===== config.mk =====
export PLATFORM = sky130hd
export DESIGN_NAME = sar_adc_ctrl_flat
export DESIGN_NICKNAME = d
export VERILOG_FILES = /design/src/rtl/sar_adc_ctrl_if.sv /design/src/rtl/sar_adc_ctrl.sv /design/src/flat_wrapper.sv
export SDC_FILE = /design/constraint.sdc
export NUM_CORES = 1
export LEC_CHECK = 0
export CORE_UTILIZATION = 30
export DETAILED_ROUTE_END_ITERATION = 12
export GPL_TIMING_DRIVEN = 0
export PLACE_DENSITY_LB_ADDON = 0.2
export SLEW_MARGIN = 10
export SYNTH_ARGS = -nofsm -noshare
export SYNTH_HDL_FRONTEND = slang
export SYNTH_SLANG_ARGS = --single-unit

===== constraint.sdc =====
create_clock -name clock -period 2.3 [get_ports clock]
set_clock_uncertainty 0.2 [all_clocks]
set_input_delay 0.575 -clock clock [delete_from_list [all_inputs] [get_ports clock]]
set_output_delay 0.575 -clock clock [all_outputs]
set_load 0.03 [all_outputs]

===== src/rtl/sar_adc_ctrl_if.sv =====
// rtl/sar_adc_ctrl_if.sv - soc/eoc start-of-conversion handshake with result bus
interface sar_adc_ctrl_if;
  logic       soc;
  logic       eoc;
  logic [7:0] x;

  modport master (output soc, input eoc, input x);
  modport slave  (input soc, output eoc, output x);
endinterface


===== src/rtl/sar_adc_ctrl.sv =====
// rtl/sar_adc_ctrl.sv - 8-bit successive-approximation converter answering the soc/eoc handshake
module sar_adc_ctrl #(
  parameter int unsigned SETTLE = 2
) (
  input  logic                 clock,
  input  logic                 reset_,
  sar_adc_ctrl_if.slave        hs,
  output logic [7:0]           dac,
  input  logic                 cmp
);

  typedef enum logic [1:0] {IDLE, TRIAL, WAIT_SOC_LOW} state_e;

  localparam logic [3:0] SETTLE_M1 = 4'(SETTLE - 1);

  state_e      state_q, state_d;
  logic        eoc_q, eoc_d;
  logic [7:0]  x_q, x_d;
  logic [7:0]  code_q, code_d;
  logic [2:0]  idx_q, idx_d;
  logic [3:0]  cnt_q, cnt_d;
  logic [7:0]  trial_code;
  logic [2:0]  idx_m1;

  assign idx_m1 = idx_q - 3'd1;

  always_ff @(posedge clock or negedge reset_) begin
    if (!reset_) begin
      state_q <= IDLE;
      eoc_q   <= 1'b1;
      x_q     <= 8'h00;
      code_q  <= 8'h00;
      idx_q   <= 3'd7;
      cnt_q   <= 4'd0;
    end else begin
      state_q <= state_d;
      eoc_q   <= eoc_d;
      x_q     <= x_d;
      code_q  <= code_d;
      idx_q   <= idx_d;
      cnt_q   <= cnt_d;
    end
  end

  always_comb begin
    state_d    = state_q;
    eoc_d      = eoc_q;
    x_d        = x_q;
    code_d     = code_q;
    idx_d      = idx_q;
    cnt_d      = cnt_q;
    trial_code = code_q;
    case (state_q)
      IDLE: begin
        if (hs.soc) begin
          eoc_d   = 1'b0;
          code_d  = 8'h80;
          idx_d   = 3'd7;
          cnt_d   = 4'd0;
          state_d = TRIAL;
        end
      end
      TRIAL: begin
        // Decision edge: resolve the bit under test and, in the same edge, present the next trial code.
        if (cnt_q == SETTLE_M1) begin
          if (!cmp) trial_code[idx_q] = 1'b0;
          if (idx_q != 3'd0) begin
            trial_code[idx_m1] = 1'b1;
            idx_d = idx_m1;
            cnt_d = 4'd0;
          end else begin
            state_d = WAIT_SOC_LOW;
          end
          code_d = trial_code;
        end else begin
          cnt_d = cnt_q + 4'd1;
        end
      end
      WAIT_SOC_LOW: begin
        if (!hs.soc) begin
          x_d     = {~code_q[7], code_q[6:0]};
          eoc_d   = 1'b1;
          state_d = IDLE;
        end
      end
      default: state_d = IDLE;
    endcase
  end

  assign hs.eoc = eoc_q;
  assign hs.x   = x_q;
  assign dac    = code_q;

endmodule

===== src/flat_wrapper.sv =====
// flat-port wrapper written by rule: the top's interface ports become plain ports
module sar_adc_ctrl_flat 
#(
  parameter int unsigned SETTLE = 2
)
  (clock, reset_, dac, cmp, hs_soc, hs_eoc, hs_x);
  sar_adc_ctrl_if hs_i ();
  input  logic clock;
  input  logic reset_;
  output logic [7:0] dac;
  input  logic cmp;
  input wire logic [$bits(hs_i.soc)-1:0] hs_soc;
  output wire logic [$bits(hs_i.eoc)-1:0] hs_eoc;
  output wire logic [$bits(hs_i.x)-1:0] hs_x;
  assign hs_i.soc = hs_soc;
  assign hs_eoc = hs_i.eoc;
  assign hs_x = hs_i.x;
  sar_adc_ctrl #(.SETTLE(SETTLE)) u_core (.clock(clock), .reset_(reset_), .hs(hs_i), .dac(dac), .cmp(cmp));
endmodule

==> impl_metrics.py, run 1 <==
metrics = {
    "status": {
        "outcome": "completed",
    },
    "synth": {
        "synth_area_leader_cell": "dfrtp_1",
        "synth_cell_types": 40,
        "netlist_top_cells_area": "dfrtp_1, dfstp_2, mux2_2",
        "async_flop_share": 1.00,
        "ys_ff_latch": 26,
        "syn_nets": 130,
        "synth_warnings": 0,
        "synth_edf_count": 0,
        "synth_top_area_frac": 0.412,
        "syn-cell-area_mm2": 0.00134,
        "yosysSeqAreaShare": 0.491,
        "yosysMostFrequentCell": "dfrtp_1",
        "ys.flop_type": "dfrtp_1",
        "postSynthAreaPerCell_um2": 11.0,
        "syn_inst": 122,
        "synthTopCellsByCount": "dfrtp_1, mux2_2, nand2_1, nor2_1",
    },
    "grt": {
        "grt_pass1_wl_um": 4630,
        "track_usage": 0.137,
        "antenna_found_initial": 0,
        "grt_overflow": 0,
        "grt_pass1_vias": 961,
        "grt_max_degree": 27,
    },
    "job": {
        "drv_cap": 0,
    },
    "sta": {
        "relSlewSlack": 0.596,
        "slew_violations": 0,
        "clock.fmax_ghz": 0.461,
        "worst_pin_slew_ps": 606,
        "fin_crit_sh": 0.943,
        "post-route-min-period_ps": 2170,
        "timing.hold.ws_ps": 96.6,
        "hold_viol": 0,
        "rsz0062_at_grt": "false",
        "setup_viol_count_final": 0,
    },
    "clock_network": {
        "clock_sinks": 26,
        "cts_tree": "done",
        "ctsHtreeMaxLevel": 1,
        "path_clk_slew_ps": 90,
        "clockBufferDepth": 2,
        "cts_buffers": 3,
        "clock_latency_ps": 280,
        "root_buffer": "clkbuf_8",
    },
    "layout": {
        "final_nets": 155,
        "final_util": 0.399,
        "fin_area_mm2": 0.00165,
        "n_antenna_cell": 0,
        "drive_above_1_share": 0.199,
        "n_fill_cell": 417,
        "area_growth_pct": 23.8,
        "final_cells": 196,
    },
    "die": {
        "die_y_um": 68.7,
        "start_util": 0.322,
        "fp.coreArea_mm2": 0.00414,
        "rows": 23,
        "die_x_um": 68.7,
        "ioPinCount": 21,
        "die_area_mm2": 0.00473,
    },
    "route": {
        "vias": 1020,
        "routed_via_density": 5.20,
        "wirelength_um": 2800,
        "drtAntennaViolNets": 0,
        "drt-pass1-iter-count": 4,
        "drtIter0Drc": 47,
        "avgRoutedWirePerCell_um": 14.3,
        "drcViolationCount": 0,
    },
    "power_and_ir_drop": {
        "combinationalPowerShare": 0.483,
        "intPower_mw": 1.16,
        "seqPwrFrac": 0.363,
        "swShare": 0.412,
        "powerDensity_mw_per_mm2": 1190,
        "p_switching_mw": 0.812,
        "total_leakage_power_nw": 0.721,
        "clkPwrFrac": 0.155,
        "ir_worst_vdd_uv": 397,
    },
    "setup_path": {
        "worstSetupPathType": "reg2reg",
        "worstPathArrival_ps": 2190,
        "cp.required_ps": 2320,
        "crit_fanout": 10,
        "endpoint_kind": "register",
        "start_kind": "register",
    },
    "placement": {
        "place_area_mm2": 0.00160,
        "numPortBuffers": 20,
        "dpl.cell_count": 192,
        "gp_congestion": 0.893,
        "post-dp-hpwl_um": 2010,
    },
    "worst_hold_path": {
        "hold_path.class": "in2async",
    },
}
[power groups by stage]
stage          Sequential (mW)  Clock, mW  Combinational, mW
2_1_floorplan            0.799          0              0.599
3_3_place_gp             0.721          0              0.945
3_5_place_dp             0.724          0              0.953
4_1_cts                  0.716      0.319              0.956
5_1_grt                  0.737      0.335               1.06
6_report                 0.715      0.305              0.951
[critical path, cell delays in order, from the launching register on]
cell	delay (ps)
dfstp_2	560
clkbuf_4	190
inv_1	90
ha_1	250
or3b_1	400
o21ai_2	130
a21o_1	160
a22o_1	130
[layer usage]
metal  global-route usage  up-vias  routed length [um]
li1                     -      509                   -
met1                0.176      489                1330
met2                0.219       17                1340
met3               0.0247        5                  66
met4               0.0689        0                  59
met5                    0        -                   0
[registers in the layout, indices dropped and copies added (netlist names)]
name	count
u_core.cnt_q	4
u_core.hs.eoc	1
u_core.state_q	2
u_core.idx_q	3
u_core.hs.x	8
u_core.dac	8
[metrics by stage]
step           setup WS (ps)  total power, mW  setup TNS [ps]
5_1_grt                 3.98             2.13               0
3_5_place_dp            11.8             1.68               0
2_1_floorplan            312             1.40               0
3_3_place_gp           -16.9             1.67           -16.9
6_report                 131             1.97               0
4_1_cts                 16.0             1.99               0
[worst paths after layout]
| path | cells after the start | start | endpoint | slack (ps) |
|---|---|---|---|---|
| setup reg to reg | 7 | u_core.idx_q[0] | u_core.dac[7] | 130 |
| hold reg to reg | 2 | u_core.hs.x[7] | u_core.hs.x[7] | 280 |
| max in group asynchronous | 1 | reset_ | u_core.hs.x[0] | 1410 |
| hold / removal | 1 | reset_ | u_core.dac[1] | 100 |
| min in group clock | 2 | u_core.hs.x[7] | u_core.hs.x[7] | 280 |
| setup / recovery | 7 | u_core.idx_q[0] | u_core.dac[7] | 130 |
[layout make-up]
type	instances	area, um^2	share of cell area
inverter	5	18.8	0.0113
timing repair buffer	20	198	0.120
buffer	4	31.3	0.0189
tap	50	62.6	0.0378
clock buffer	4	55.1	0.0333
sequential	26	656	0.396
multi-input combinational	87	633	0.383
[cells by family (layout without fill, tap and decap cells)]
| family | after synthesis | count (layout) | synth area share |
|---|---|---|---|
| and+or+nand+nor | 40 | 40 | 0.178 |
| AOI/OAI and AO/OA | 35 | 35 | 0.193 |
| DFF | 26 | 26 | 0.491 |
| buffers and inverters | 9 | 33 | 0.0356 |
| muxes | 7 | 7 | 0.0590 |
| adders and majority gates | 4 | 4 | 0.0375 |
| xor gates and xnor gates | 1 | 1 | 0.00656 |
[layout by cell type (no fill, tap or decap), drive strengths merged, types with 5 or more instances in the layout]
cell type / instances
dfrtp: 22
clkdlybuf4s50: 18
a21o: 5
o21ai: 10
nand2: 7
nor2: 8
clkbuf: 5
inv: 5
nand3: 6
mux2: 7
[repair_timing]
item                                    4_1_cts  5_1_grt
endpoints found under the setup margin        0        3
gates resized for setup                       0        2
setup buffers                                 0        0
hold buffers                                  0        0
Power figures use the tool's default switching activity.
==> run 2: changes to the inputs <==
--- a/config.mk
+++ b/config.mk
@@ -7,7 +7,7 @@
 export LEC_CHECK = 0
 export CORE_UTILIZATION = 30
 export DETAILED_ROUTE_END_ITERATION = 12
-export GPL_TIMING_DRIVEN = 0
+export GPL_TIMING_DRIVEN = 1
 export PLACE_DENSITY_LB_ADDON = 0.2
 export SLEW_MARGIN = 10
 export SYNTH_ARGS = -nofsm -noshare
==> impl_metrics.py, run 2 (synthesis results as in run 1) <==
metrics = {
    "sta": {
        "relSlewSlack": 0.754,
        "clock.fmax_ghz": 0.461,
        "worst_pin_slew_ps": 368,
        "layout_setup_ws_ps": 129,
        "slew_violations": 0,
        "timing.hold.ws_ps": 290,
        "setup_tns_ps": 0,
        "setup_viol_count_final": 0,
        "hold_viol": 0,
        "rsz0062_at_grt": "false",
        "post-route-min-period_ps": 2170,
        "fin_crit_sh": 0.944,
    },
    "route": {
        "avgRoutedWirePerCell_um": 15.0,
        "routed_via_density": 5.34,
        "drcViolationCount": 0,
        "drtAntennaViolNets": 0,
        "drt-pass1-iter-count": 4,
        "vias": 1046,
        "wirelength_um": 2940,
        "drtIter0Drc": 47,
    },
    "setup_path": {
        "worstSetupPathType": "reg2out",
        "cp_top_family": "buffers and inverters",
        "cp_num_buf_inv": 1,
        "crit_chain": "clkdlybuf4s50_1",
        "cp.required_ps": 1520,
        "start_kind": "register",
        "worstPathArrival_ps": 1400,
        "max_stage_delay_ps": 690,
        "endpoint_kind": "output port",
        "worst_path_max_delay_cell": "clkdlybuf4s50_1",
        "crit_fanout": 4,
    },
    "job": {
        "drv_cap": 0,
    },
    "layout": {
        "final_common_cell": "dfrtp_1",
        "n_antenna_cell": 0,
        "fin_area_mm2": 0.00169,
        "final_nets": 155,
        "drive_above_1_share": 0.192,
        "area_growth_pct": 26.2,
        "n_fill_cell": 430,
        "final_cells": 196,
        "layout_common_cells": "dfrtp_1, clkdlybuf4s50_1, nor2_1, nand2_1, mux2_2",
    },
    "clock_network": {
        "cts_tree": "done",
        "clockBufferDepth": 2,
        "ctsHtreeMaxLevel": 1,
        "root_buffer": "clkbuf_8",
        "path_clk_slew_ps": 100,
        "clock_latency_ps": 280,
        "cts_buffers": 3,
        "clock_sinks": 26,
        "postCtsSetupRepairBufs": 0,
    },
    "status": {
        "outcome": "completed",
    },
    "power_and_ir_drop": {
        "total_leakage_power_nw": 0.730,
        "ir_worst_vdd_uv": 291,
        "powerDensity_mw_per_mm2": 1240,
    },
    "die": {
        "die_area_mm2": 0.00473,
        "start_util": 0.322,
        "fp.coreArea_mm2": 0.00414,
        "die_x_um": 68.7,
        "rows": 23,
        "ioPinCount": 21,
        "die_y_um": 68.7,
    },
    "grt": {
        "grt_pass1_vias": 1017,
        "grt_overflow": 0,
        "antenna_found_initial": 0,
        "grt_max_degree": 27,
        "grt_pass1_wl_um": 4850,
        "track_usage": 0.143,
    },
    "placement": {
        "dpl.cell_count": 192,
        "place_area_mm2": 0.00161,
        "preCtsSetupSlack_ps": 49.3,
        "numPortBuffers": 20,
        "gp_congestion": 0.830,
        "post-dp-hpwl_um": 2130,
    },
    "worst_hold_path": {
        "hold_path.class": "reg2reg",
    },
}
-- run 2: cell types whose count changed in the layout (fill, tap and decap cells not counted), sizes merged --
cell           previous run  this run
clkbuf                    5         3
clkdlybuf4s50            18        19
bufinv                    0         1
-- run 2: path summary, 6_finish.rpt --
path	startpoint	end	slack, ps	depth (start not counted)
setup / recovery	u_core.dac[1]	dac[1]	130	1
hold / removal	u_core.hs.x[7]	u_core.hs.x[7]	290	2
setup reg to reg	u_core.idx_q[1]	u_core.dac[7]	260	6
hold reg to reg	u_core.hs.x[7]	u_core.hs.x[7]	290	2
max in group asynchronous	reset_	u_core.idx_q[0]	1140	2
min in group asynchronous	reset_	u_core.dac[1]	450	2
-- run 2: routing by layer --
metal	share of wire	routed length (um)	up-vias	GRT usage
met5	0	0	-	0
met4	0.023	69	0	0.0740
met3	0.031	91	7	0.0247
met2	0.48	1430	24	0.240
met1	0.46	1350	513	0.176
li1	-	-	502	-
-- run 2: metrics by stage --
stage               utilization  power, mW
floorplan                     -       1.40
global route              0.407       2.23
global placement          0.389       1.68
detailed placement        0.389       1.71
finish                    0.407       2.08
CTS                       0.406       2.10
-- run 2: worst reg2reg max path, delay by kind of cell, from the launching register on --
kind                       cells  cell delay (ps)
DFF                            1              610
AOI/OAI and AO/OA              3              410
and+or+nand+nor                1              400
adders and majority gates      1              240
buffers and inverters          1              120
-- run 2: area by class of cell --
type | count | area, um^2 | area share
sequential | 26 | 656 | 0.389
timing repair buffer | 24 | 245 | 0.145
clock buffer | 3 | 41.3 | 0.0245
clock inverter | 1 | 30.0 | 0.0178
tap | 50 | 62.6 | 0.0371
multi-input combinational | 87 | 633 | 0.375
inverter | 5 | 18.8 | 0.0111
-- run 2: repair_timing --
item	4_1_cts	5_1_grt
setup endpoints to repair	0	1
resized for setup	0	1
hold buffers	0	0
-- run 2: power breakdown --
part           total, mW  switching (mW)  leakage, nW  internal [mW]
Sequential         0.742           0.145        0.319          0.597
Combinational      0.954           0.535        0.375          0.418
Clock              0.389           0.156       0.0357          0.233
Total               2.08           0.836        0.730           1.25
==> run 3: changes to the inputs <==
==> constraint.sdc (replaced) <==
create_clock -name clock -period 1.9 [get_ports clock]
set_clock_uncertainty 0.2 [all_clocks]
set_input_delay 0.475 -clock clock [delete_from_list [all_inputs] [get_ports clock]]
set_output_delay 0.475 -clock clock [all_outputs]
set_load 0.03 [all_outputs]
==> impl_metrics.py, run 3 (synthesis results as in run 1) <==
metrics = {
    "die": {
        "start_util": 0.322,
        "rows": 23,
        "die_area_mm2": 0.00473,
        "die_y_um": 68.7,
        "die_x_um": 68.7,
        "fp.coreArea_mm2": 0.00414,
        "ioPinCount": 21,
    },
    "clock_network": {
        "clock_sinks": 26,
        "clock_latency_ps": 270,
        "postCtsSetupRepairBufs": 0,
        "ctsHoldBuffers": 0,
        "cts_buffers": 3,
        "root_buffer": "clkbuf_8",
        "cts_tree": "done",
        "path_clk_slew_ps": 90,
        "clockBufferDepth": 2,
        "ctsHtreeMaxLevel": 1,
    },
    "setup_path": {
        "start_kind": "register",
        "reg2reg_to": "u_core.dac[7]",
        "critical_path_depth": 6,
        "worstSetupPathType": "reg2reg",
        "worstPathArrival_ps": 1810,
        "endpoint": "u_core.dac[7]",
        "cp.required_ps": 1870,
        "crit_fanout": 5,
        "max_stage_delay_ps": 540,
        "crit_chain": "inv_2, ha_2, or3b_4, o21ai_4, a21o_1, a22o_1",
        "setup.worst_path.start": "u_core.idx_q[0]",
        "cp_top_family": "flip-flops",
        "cp_num_buf_inv": 1,
        "regToRegSetupSlack_ps": 60,
        "rr_worst_depth": 6,
        "worst_path_max_delay_cell": "dfstp_2",
        "reg2reg_from": "u_core.idx_q[0]",
        "endpoint_kind": "register",
    },
    "grt": {
        "grt_pass1_wl_um": 4650,
        "grt_pass1_vias": 975,
        "grt_overflow": 0,
        "track_usage": 0.136,
        "antenna_found_initial": 0,
        "grt_max_degree": 27,
    },
    "worst_hold_path": {
        "min_from": "u_core.hs.x[7]",
        "hold_path.class": "reg2reg",
    },
    "sta": {
        "setup_tns_ps": 0,
        "rsz0062_at_grt": "true",
        "post-route-min-period_ps": 1840,
        "clock.fmax_ghz": 0.545,
        "hold_viol": 0,
        "worst_pin_slew_ps": 354,
        "fin_crit_sh": 0.966,
        "setup_viol_count_final": 0,
        "slew_violations": 0,
        "relSlewSlack": 0.764,
    },
    "job": {
        "drv_cap": 0,
    },
    "route": {
        "drtAntennaViolNets": 0,
        "drcViolationCount": 0,
        "wirelength_um": 2980,
        "drtIter0Drc": 29,
        "drt-pass1-iter-count": 4,
        "avgRoutedWirePerCell_um": 14.5,
        "vias": 1053,
        "routed_via_density": 5.11,
    },
    "placement": {
        "numPortBuffers": 20,
        "place_area_mm2": 0.00170,
        "post-dp-hpwl_um": 2150,
        "gp_congestion": 0.925,
    },
    "status": {
        "outcome": "completed",
    },
    "layout": {
        "drive_above_1_share": 0.295,
        "final_common_cell": "dfrtp_1",
        "fin_area_mm2": 0.00178,
        "n_fill_cell": 407,
        "layout_common_cells": "dfrtp_1, dlygate4sd2_1, buf_4",
        "area_growth_pct": 32.9,
        "final_nets": 165,
        "n_antenna_cell": 0,
    },
    "power_and_ir_drop": {
        "power_mw": 2.63,
        "ir_worst_vdd_uv": 425,
        "total_leakage_power_nw": 0.819,
        "powerDensity_mw_per_mm2": 1480,
    },
}
run 3: layer usage:
layer | vias to the layer above | share of wire | track usage
li1 | 522 | - | -
met4 | 0 | 0.014 | 0.0459
met5 | - | 0 | 0
met2 | 19 | 0.47 | 0.218
met3 | 5 | 0.042 | 0.0247
met1 | 507 | 0.47 | 0.184
run 3: report_power, final:
group	internal, mW	switching, mW
Sequential	0.720	0.136
Clock	0.282	0.179
Combinational	0.574	0.738
run 3: area by class of cell:
type	instances	area, um^2	area share
multi-input cells	87	659	0.371
flip-flops and latches	26	656	0.369
repair buffers	34	308	0.173
well taps	50	62.6	0.0352
clock buffers	3	41.3	0.0233
clock inverters	1	30.0	0.0169
inverters	5	18.8	0.0106
run 3: worst min-delay path by stage:
| stage | to | depth (start not counted) |
|---|---|---|
| 4_1_cts | u_core.hs.x[7] | 2 |
| 2_1_floorplan | u_core.cnt_q[0] | 0 |
| 3_3_place_gp | u_core.hs.x[7] | 2 |
| 5_1_grt | u_core.hs.x[0] | 1 |
| 3_5_place_dp | u_core.hs.x[7] | 2 |
| 6_report | u_core.hs.x[7] | 2 |
run 3: through the flow:
step,std cells,setup WS [ps],hold slack (ps),utilization
2_1_floorplan,122,21.0,-20.6,-
3_3_place_gp,202,-191,262,0.411
3_5_place_dp,202,-200,270,0.411
4_1_cts,206,12.8,288,0.423
5_1_grt,206,-14.3,325,0.428
6_report,206,64.7,280,0.428
run 3: tightest hold or removal path: cells and delay by family (launching register included):
family / cells / cell delay, ps
AOI/OAI and AO/OA: 1 / 60
DFF: 1 / 340
and+or+nand+nor: 1 / 40
run 3: what timing repair did:
action	in CTS	in global routing
gates cloned	0	0
gates resized for setup	16	8
setup endpoints to repair	16	6
pin swaps	0	1
